==> src/rtl/seq_detector_param.sv <==
// seq_detector_param
//   Parametrised serial bit-sequence detector. Valid bits are shifted into a
//   history register. The newest bit enters at hist[0]. A hit occurs when
//   PAT_LEN valid bits have been collected and the masked history equals the
//   masked pattern. The module has overlapping and non-overlapping modes.
//
// Parameters
//   PAT_LEN : pattern length in bits (2..32)
//   CNT_W   : match counter width in bits (>= 1)
//
// Ports
//   clk       in   clock; all state updates on the rising edge
//   rst       in   synchronous, active-high reset
//   in_valid  in   in_bit is sampled on this edge when high
//   in_bit    in   serial data bit
//   pattern   in   target sequence; pattern[PAT_LEN-1] is the oldest bit
//   mask      in   1 = compare this position, 0 = don't care
//   overlap   in   1 = overlapping detection, 0 = non-overlapping
//   clear_cnt in   synchronous clear of match_cnt
//   out       out  registered one-cycle match pulse
//   armed     out  history holds PAT_LEN valid bits
//   match_cnt out  saturating number of matches
//
// Configuration
//   SEQ_DET_MATCH_CNT_EN : when defined, the saturating match counter is
//   built. When undefined, match_cnt is tied to zero and clear_cnt is ignored.
module seq_detector_param #(
  parameter int PAT_LEN = 4,
  parameter int CNT_W   = 8
) (
  input  logic               clk,
  input  logic               rst,
  input  logic               in_valid,
  input  logic               in_bit,
  input  logic [PAT_LEN-1:0] pattern,
  input  logic [PAT_LEN-1:0] mask,
  input  logic               overlap,
  input  logic               clear_cnt,
  output logic               out,
  output logic               armed,
  output logic [CNT_W-1:0]   match_cnt
);

  localparam int FW = $clog2(PAT_LEN + 1);
  localparam logic [FW-1:0] FILL_ZERO = {FW{1'b0}};
  localparam logic [FW-1:0] FILL_ONE  = FW'(1'b1);
  localparam logic [FW-1:0] FILL_FULL = FW'(PAT_LEN);

  // Logical detector phase. It always agrees with fill_r and is kept as an
  // explicit register so that armed comes straight from a flop.
  typedef enum logic [1:0] {
    ST_EMPTY   = 2'd0,
    ST_FILLING = 2'd1,
    ST_ARMED   = 2'd2
  } state_t;

  state_t             state_r, state_nx_s;
  logic [PAT_LEN-1:0] hist_r, hist_nx_s;
  logic [FW-1:0]      fill_r, fill_nx_s;
  logic               out_r;
  logic [PAT_LEN-1:0] cand_s;
  logic [FW-1:0]      fill_inc_s;
  logic               hit_s;

  // Masked comparison: only positions with mask=1 take part.
  function automatic logic pattern_hit(input logic [PAT_LEN-1:0] c,
                                       input logic [PAT_LEN-1:0] p,
                                       input logic [PAT_LEN-1:0] m);
    return (((c ^ p) & m) == {PAT_LEN{1'b0}});
  endfunction

  // Next-state logic: shift, fill advance and hit detection.
  always_comb begin
    hist_nx_s  = hist_r;
    fill_nx_s  = fill_r;
    state_nx_s = state_r;
    cand_s     = {hist_r[PAT_LEN-2:0], in_bit};
    fill_inc_s = (fill_r == FILL_FULL) ? FILL_FULL : (fill_r + FILL_ONE);
    hit_s      = 1'b0;
    if (in_valid) begin
      hit_s     = (fill_inc_s == FILL_FULL) && pattern_hit(cand_s, pattern, mask);
      hist_nx_s = cand_s;
      // A non-overlap hit discards the history, so the next match needs
      // PAT_LEN fresh bits.
      if (hit_s && !overlap) begin
        fill_nx_s = FILL_ZERO;
      end else begin
        fill_nx_s = fill_inc_s;
      end
    end else begin
      hist_nx_s = hist_r;
      fill_nx_s = fill_r;
    end
    if (fill_nx_s == FILL_ZERO) begin
      state_nx_s = ST_EMPTY;
    end else if (fill_nx_s == FILL_FULL) begin
      state_nx_s = ST_ARMED;
    end else begin
      state_nx_s = ST_FILLING;
    end
  end

  // State register, history and match pulse.
  always_ff @(posedge clk) begin
    if (rst) begin
      state_r <= ST_EMPTY;
      hist_r  <= {PAT_LEN{1'b0}};
      fill_r  <= FILL_ZERO;
      out_r   <= 1'b0;
    end else begin
      state_r <= state_nx_s;
      hist_r  <= hist_nx_s;
      fill_r  <= fill_nx_s;
      out_r   <= hit_s;
    end
  end

  assign out   = out_r;
  assign armed = (state_r == ST_ARMED);

`ifdef SEQ_DET_MATCH_CNT_EN
  localparam logic [CNT_W-1:0] CNT_ZERO = {CNT_W{1'b0}};
  localparam logic [CNT_W-1:0] CNT_ONE  = CNT_W'(1'b1);
  localparam logic [CNT_W-1:0] CNT_MAX  = {CNT_W{1'b1}};

  logic [CNT_W-1:0] cnt_r, cnt_nx_s;

  // Saturating counter. A clear that coincides with a hit leaves a count of 1.
  always_comb begin
    cnt_nx_s = cnt_r;
    if (clear_cnt) begin
      cnt_nx_s = hit_s ? CNT_ONE : CNT_ZERO;
    end else if (hit_s && (cnt_r != CNT_MAX)) begin
      cnt_nx_s = cnt_r + CNT_ONE;
    end else begin
      cnt_nx_s = cnt_r;
    end
  end

  // Match counter register.
  always_ff @(posedge clk) begin
    if (rst) begin
      cnt_r <= CNT_ZERO;
    end else begin
      cnt_r <= cnt_nx_s;
    end
  end

  assign match_cnt = cnt_r;
`else
  logic unused_clear_cnt_s;
  assign unused_clear_cnt_s = clear_cnt;
  assign match_cnt = {CNT_W{1'b0}};
`endif

endmodule

==> config.mk <==
export PLATFORM = sky130hd
export DESIGN_NAME = seq_detector_param
export DESIGN_NICKNAME = d
export VERILOG_FILES = /design/src/rtl/seq_detector_param.sv
export SDC_FILE = /design/constraint.sdc
export NUM_CORES = 1
export LEC_CHECK = 0
export ABC_CLOCK_PERIOD_IN_PS = 1700
export CAP_MARGIN = 0
export CELL_PAD_IN_SITES_DETAIL_PLACEMENT = 0
export CELL_PAD_IN_SITES_GLOBAL_PLACEMENT = 1
export CORE_MARGIN = 4
export CORE_UTILIZATION = 27
export CTS_CLUSTER_SIZE = 40
export DETAILED_ROUTE_END_ITERATION = 8
export MAX_ROUTING_LAYER = met4
export PLACE_DENSITY_LB_ADDON = 0.1
export SLEW_MARGIN = 20
export SYNTH_ARGS = -nofsm -noshare
export SYNTH_HDL_FRONTEND = slang
export SYNTH_SLANG_ARGS = --single-unit
==> constraint.sdc <==
create_clock -name clk -period 1.7 [get_ports clk]
set_input_delay 0.17 -clock clk [delete_from_list [all_inputs] [get_ports clk]]
set_output_delay 0.17 -clock clk [all_outputs]
set_load 0.01 [all_outputs]
==> results of run 1 <==
## cells by family (layout without fill, tap and decap cells)
kind of cell,Yosys count,count (layout),synth area share
muxes,5,5,0.0993
xor gates and xnor gates,5,5,0.0868
adders and majority gates,2,2,0.0496
and+or+nand+nor,13,13,0.132
DFF,9,9,0.357
AOI/OAI and AO/OA,8,8,0.117
buffers and inverters,12,22,0.151
other,1,8,0.00744
## final cells by class
cell class	count	area share
clock buffers	4	0.0389
multi-input cells	41	0.406
repair buffers	16	0.230
flip-flops and latches	9	0.269
well taps	25	0.0463
inverters	2	0.0111
## routing by layer
metal,GRT usage,routed length [µm],vias to the layer above
met5,-,0,-
met4,0.0131,0,0
met3,0.0554,97,0
met2,0.122,449,13
met1,0.0903,386,172
li1,-,-,205
## Yosys cell counts
library cell and n:
xor2_1 5, nand2_1 1, nor4_1 1, ha_1 2, inv_1 2, o21a_1 1, o211a_1 1, or3_1 1
buf_4 8, buf_2 1, mux2i_1 5, nor2b_1 1, nor3_1 1, dfxtp_1 9, nand2b_1 1, and4b_1 1
buf_1 1, o32ai_1 1, conb_1 1, a22oi_1 3, a21oi_1 2, nor2_1 6
## layout by cell type (no fill, tap or decap), types with 3 or more instances in the layout
master / Yosys / routed
a22oi_1: 3 / 3
dfxtp_1: 9 / 8
clkdlybuf4s50_1: 0 / 14
mux2i_1: 5 / 5
nor2_1: 6 / 6
clkbuf_4: 0 / 3
xor2_1: 5 / 5
conb_1: 1 / 8
## what timing repair did
item	4_1_cts	5_1_grt
gates resized for setup	0	1
endpoints found under the setup margin	0	1
hold buffers	0	0
## power by group through the flow
stage	Sequential (µW)	Combinational, µW	Clock [µW]
5_1_grt	232	104	186
4_1_cts	230	94.1	172
3_3_place_gp	235	94.1	0
3_5_place_dp	234	93.4	0
6_report	230	93.2	163
2_1_floorplan	232	67.5	0
## per-stage QoR
stage                     total power (µW)  utilization  area (µm²)
after global placement                 329        0.371         648
after global routing                   521        0.387         676
after detailed placement               328        0.371         648
final                                  486        0.387         676
after floorplan                        300            -         531
after CTS                              496        0.386         674
## worst max path at each step
stage / slack, ns / end / cells after the start
6_report: 0.15 / state_r[1]$_SDFF_PP0_ / 5
5_1_grt: 0.04 / state_r[1]$_SDFF_PP0_ / 5
4_1_cts: 0.08 / state_r[1]$_SDFF_PP0_ / 5
3_5_place_dp: 0.09 / state_r[1]$_SDFF_PP0_ / 5
3_3_place_gp: 0.1 / state_r[1]$_SDFF_PP0_ / 5
2_1_floorplan: 0.19 / state_r[1]$_SDFF_PP0_ / 5
## critical path, stage by stage, from the launching register on
cell and delay, ns:
dfxtp_1 0.39, inv_1 0.06, ha_1 0.27, nand2b_1 0.18
or3_1 0.34, o211a_1 0.21
## registers in the layout, indices dropped and copies added (netlist names)
signal / cells
state_r: 2
fill_r: 3
hist_r: 3
out: 1
==> run summary, run 1 <==
Fmax: 0.645 GHz
Final worst setup slack: 0.149 ns
Vias per inst: 4.02
Final setup viols: 0
Routed vias: 390
Final WL: 932 µm
Vias in the first global route: 354
Hold Path End: hist_r[0]$_SDFFE_PP0P_
HP Start: hist_r[0]$_SDFFE_PP0P_
First DRT Iteration DRCs: 4
Reg2reg path depth: 5
Worst reg2reg endpoint: state_r[1]$_SDFF_PP0_
Initial antenna violation count: 0
Net switching power: 123 µW
Hold Path Class: reg2reg
DIE AREA: 2620 µm²
Layout net count: 89
GRT Total Usage: 0.0811
CP endpoint kind: flip-flop
Placed Cells: 93
Die X: 51.2 µm
First-pass GRT wire length: 1500 µm
Worst reg2reg path startpoint: fill_r[1]$_SDFF_PP0_
Status: finished clean
PD cells: 720 nW/µm²
Share of cells above drive strength 1: 0.0833
Sequential power share: 0.473
Core region area: 1750 µm²
Period utilization: 0.912
Leak: 0.000308 µW
Setup Slack @ Placement: 0.0949 ns
Final Hold Fails: 0
Clk buf depth: 2
Clock period minus worst slack: 1.55 ns
Hold_ws: 0.545 ns
Footprint of the multi-input gates: 274 µm²
TNS Setup: 0 ns
Sw frac: 0.254
Post-CTS setup buffer count: 0
Clock Skew: 0.00184 ns
Die Ht: 51.2 µm
CP required: 1.85 ns
RSZ-0062 raised after global routing: false
Slew Limit Fails: 0
VDD IR max: 0.335 mV
Mapped Cells: 55
# diodes: 0
Top post-synthesis cells by area: dfxtp_1 (36%), buf_4 (12%), mux2i_1 (9.9%)
Cell taking the most area after synthesis: dfxtp_1
Reg area: 181 µm²
Worst reg2reg setup slack: 0.15 ns
Hpwl dp: 769 µm
Synth top area share: 0.357
Comb power frac: 0.192
Distinct cells, synth: 22
DR WL/cell: 9.61 µm
Port bufs: 14
Post-Syn Area: 504 µm²
Final cell count without fillers: 97
Residual DRC: 0
CP Launch Point: fill_r[1]$_SDFF_PP0_
Internal: 363 µW
Boundary Pins: 24
Clk_lat worst skew: 0.26 ns
Placer Congestion: 0.740
Clock root buffer: clkbuf_4
Synthesis-to-layout area growth: 34.0%
Crit-path max FO: 4
CTS buffer count: 3
Worst Path Arrival: 1.70 ns
Largest net degree at the start of global routing: 7
Grt ovf: 0
Row cnt: 15
Clock transition at path regs: 0.06 ns
H-tree depth: 1
Number of synthesized register bits: 9
Clk sink count: 9
Startpoint Class: flip-flop
Yosys warnings: 0
Avg Inst Size Synth: 9.17 µm²
CTS tree: built
Initial Util: 0.289
Drt first pass iters: 2
Worst hold path depth: 2
Fillers: 187
Clock Power Share: 0.335
# Max-Cap Violations: 0
WS Path Type: reg2reg
Seq/Total Area, Yosys: 0.357
Antenna Nets Post-Route: 0
No activity file was read; power rests on OpenSTA's default activity.
==> run 2: changes to the inputs <==
CELL_PAD_IN_SITES_GLOBAL_PLACEMENT = 2   (was 1)
CORE_UTILIZATION = 21   (was 27)
==> run 2 against run 1 <==
  * Register-to-register slack about the same
  * Final area increased by 1.7%
  * Clock-buffer cell count unchanged
  * Cell count grew 4.1%
  * Sequential cell count unchanged
  * Worst hold slack worse by 0.019 ns
  * First-iteration DRC count unchanged
  * Combinational power up 4.3%
  * Highest routed layer unchanged
  * Wire length rose by 0.64%
==> run summary, run 2 (synthesis gave the netlist of run 1 again) <==
Status: finished clean
CP Launch Point: fill_r[1]$_SDFF_PP0_
Worst Path Arrival: 1.69 ns (about the same)
Clock Skew: 0.00166 ns (-0.000180 ns)
Final Hold Fails: 0 (unchanged)
Leading cell type in the layout, fill and taps excluded: clkdlybuf4s50_1
CTS buffer count: 3 (unchanged)
Boundary Pins: 24 (unchanged)
Die Ht: 57 µm (+11%)
Antenna Nets Post-Route: 0 (unchanged)
TNS Setup: 0 ns (unchanged)
Period utilization: 0.907 (-0.00502)
PD cells: 703 nW/µm² (-2.4%)
Clock root buffer: clkbuf_4
Hold Path Class: reg2reg
First DRT Iteration DRCs: 4 (unchanged)
Core region area: 2250 µm² (+29%)
WS Path Type: reg2reg
PostCTS Resize Cnt: 0 (unchanged)
Post-CTS setup buffer count: 0 (unchanged)
DIE AREA: 3250 µm² (+24%)
CP endpoint kind: flip-flop
# diodes: 0 (unchanged)
Crit-path max FO: 4 (unchanged)
Worst reg2reg path startpoint: fill_r[1]$_SDFF_PP0_
# Max-Cap Violations: 0 (unchanged)
Leak: 0.000313 µW (+1.5%)
Row cnt: 17 (+2)
CTS Hold Bufs: 0 (unchanged)
Vias per inst: 3.87 (-3.7%)
Vias in the first global route: 403 (+14%)
Final setup viols: 0 (unchanged)
Drt first pass iters: 2 (unchanged)
Largest net degree at the start of global routing: 8 (+1)
Pwr Total: 483 µW (-0.74%)
Routed vias: 391 (+0.26%)
GRT Total Usage: 0.0670 (-0.0141)
Placer Congestion: 0.642 (-13%)
DR WL/cell: 9.29 µm (-3.3%)
Layout net count: 90 (+1.1%)
First-pass GRT wire length: 1610 µm (+7.3%)
Clk buf depth: 2 (unchanged)
Commonest cells after routing, fill and taps aside: clkdlybuf4s50_1 (14), conb_1 (8), dfxtp_1 (8), nor2_1 (6)
Startpoint Class: flip-flop
Clk_lat worst skew: 0.25 ns (about the same)
Initial antenna violation count: 0 (unchanged)
Largest registers: fill_r: 3 flops, hist_r: 3 flops, state_r: 2 flops
VDD IR max: 0.408 mV (+22%)
Slew Limit Fails: 0 (unchanged)
Final WL: 938 µm (+0.64%)
Port bufs: 14 (unchanged)
Hpwl dp: 784 µm (+2.0%)
Fmax: 0.648 GHz (+0.55%)
HP Start: hist_r[2]$_SDFFE_PP0P_
Fin util: 0.305 (-0.0824)
CTS tree: built
Share of cells above drive strength 1: 0.0959 (+0.0126)
Synthesis-to-layout area growth: 36.2%
Clk sink count: 9 (unchanged)
Clock transition at path regs: 0.05 ns (about the same)
Initial Util: 0.224 (-0.0652)
CP required: 1.85 ns (about the same)
RSZ-0062 raised after global routing: false
Residual DRC: 0 (unchanged)
Die X: 57 µm (+11%)
Clock period minus worst slack: 1.54 ns (-0.00853 ns)
Grt ovf: 0 (unchanged)
H-tree depth: 1 (unchanged)
==> run 2: path summary, 6_finish.rpt <==
path / to / slack, ns / depth (start not counted)
worst max-delay path: state_r[1]$_SDFF_PP0_ / 0.16 / 5
worst min-delay path: hist_r[2]$_SDFFE_PP0P_ / 0.53 / 2
worst max register to register: state_r[1]$_SDFF_PP0_ / 0.16 / 5
worst min register to register: hist_r[2]$_SDFFE_PP0P_ / 0.53 / 2
==> run 2: power breakdown <==
group / internal [µW] / total, µW / switching [µW]
Sequential: 222 / 230 / 8.70
Combinational: 54.6 / 97.2 / 42.6
Clock: 89.8 / 155 / 65.4
==> run 2: layout make-up <==
| type | instances | area (µm²) |
|---|---|---|
| fillers | 251 | 1570 |
| multi-input cells | 41 | 274 |
| flip-flops and latches | 9 | 181 |
| repair buffers | 17 | 163 |
| well taps | 28 | 35.0 |
| clock buffers | 4 | 26.3 |
| inverters | 2 | 7.51 |
==> run 2: per-layer routing <==
layer | global-route usage | vias up | routed length (µm)
met3 | 0.0498 | 0 | 90
met4 | 0.0199 | 0 | 0
met1 | 0.0778 | 171 | 436
met2 | 0.0897 | 13 | 411
met5 | - | - | 0
li1 | - | 207 | -
==> run 2: stage by stage <==
stage	cells	setup slack, ns	hold WS [ns]	instance area (µm²)
floorplan	62	0.189	0.317	531
global placement	97	0.0649	0.532	659
detailed placement	97	0.123	0.524	659
CTS	101	0.100	0.541	686
global route	101	0.0287	0.572	687
finish	101	0.158	0.527	687
==> run 2: critical path, cell delays in order, from the launching register on <==
cell	delay, ns
dfxtp_1	0.37
ha_1	0.22
xor2_1	0.15
a22oi_1	0.10
or3_1	0.38
o211a_1	0.21
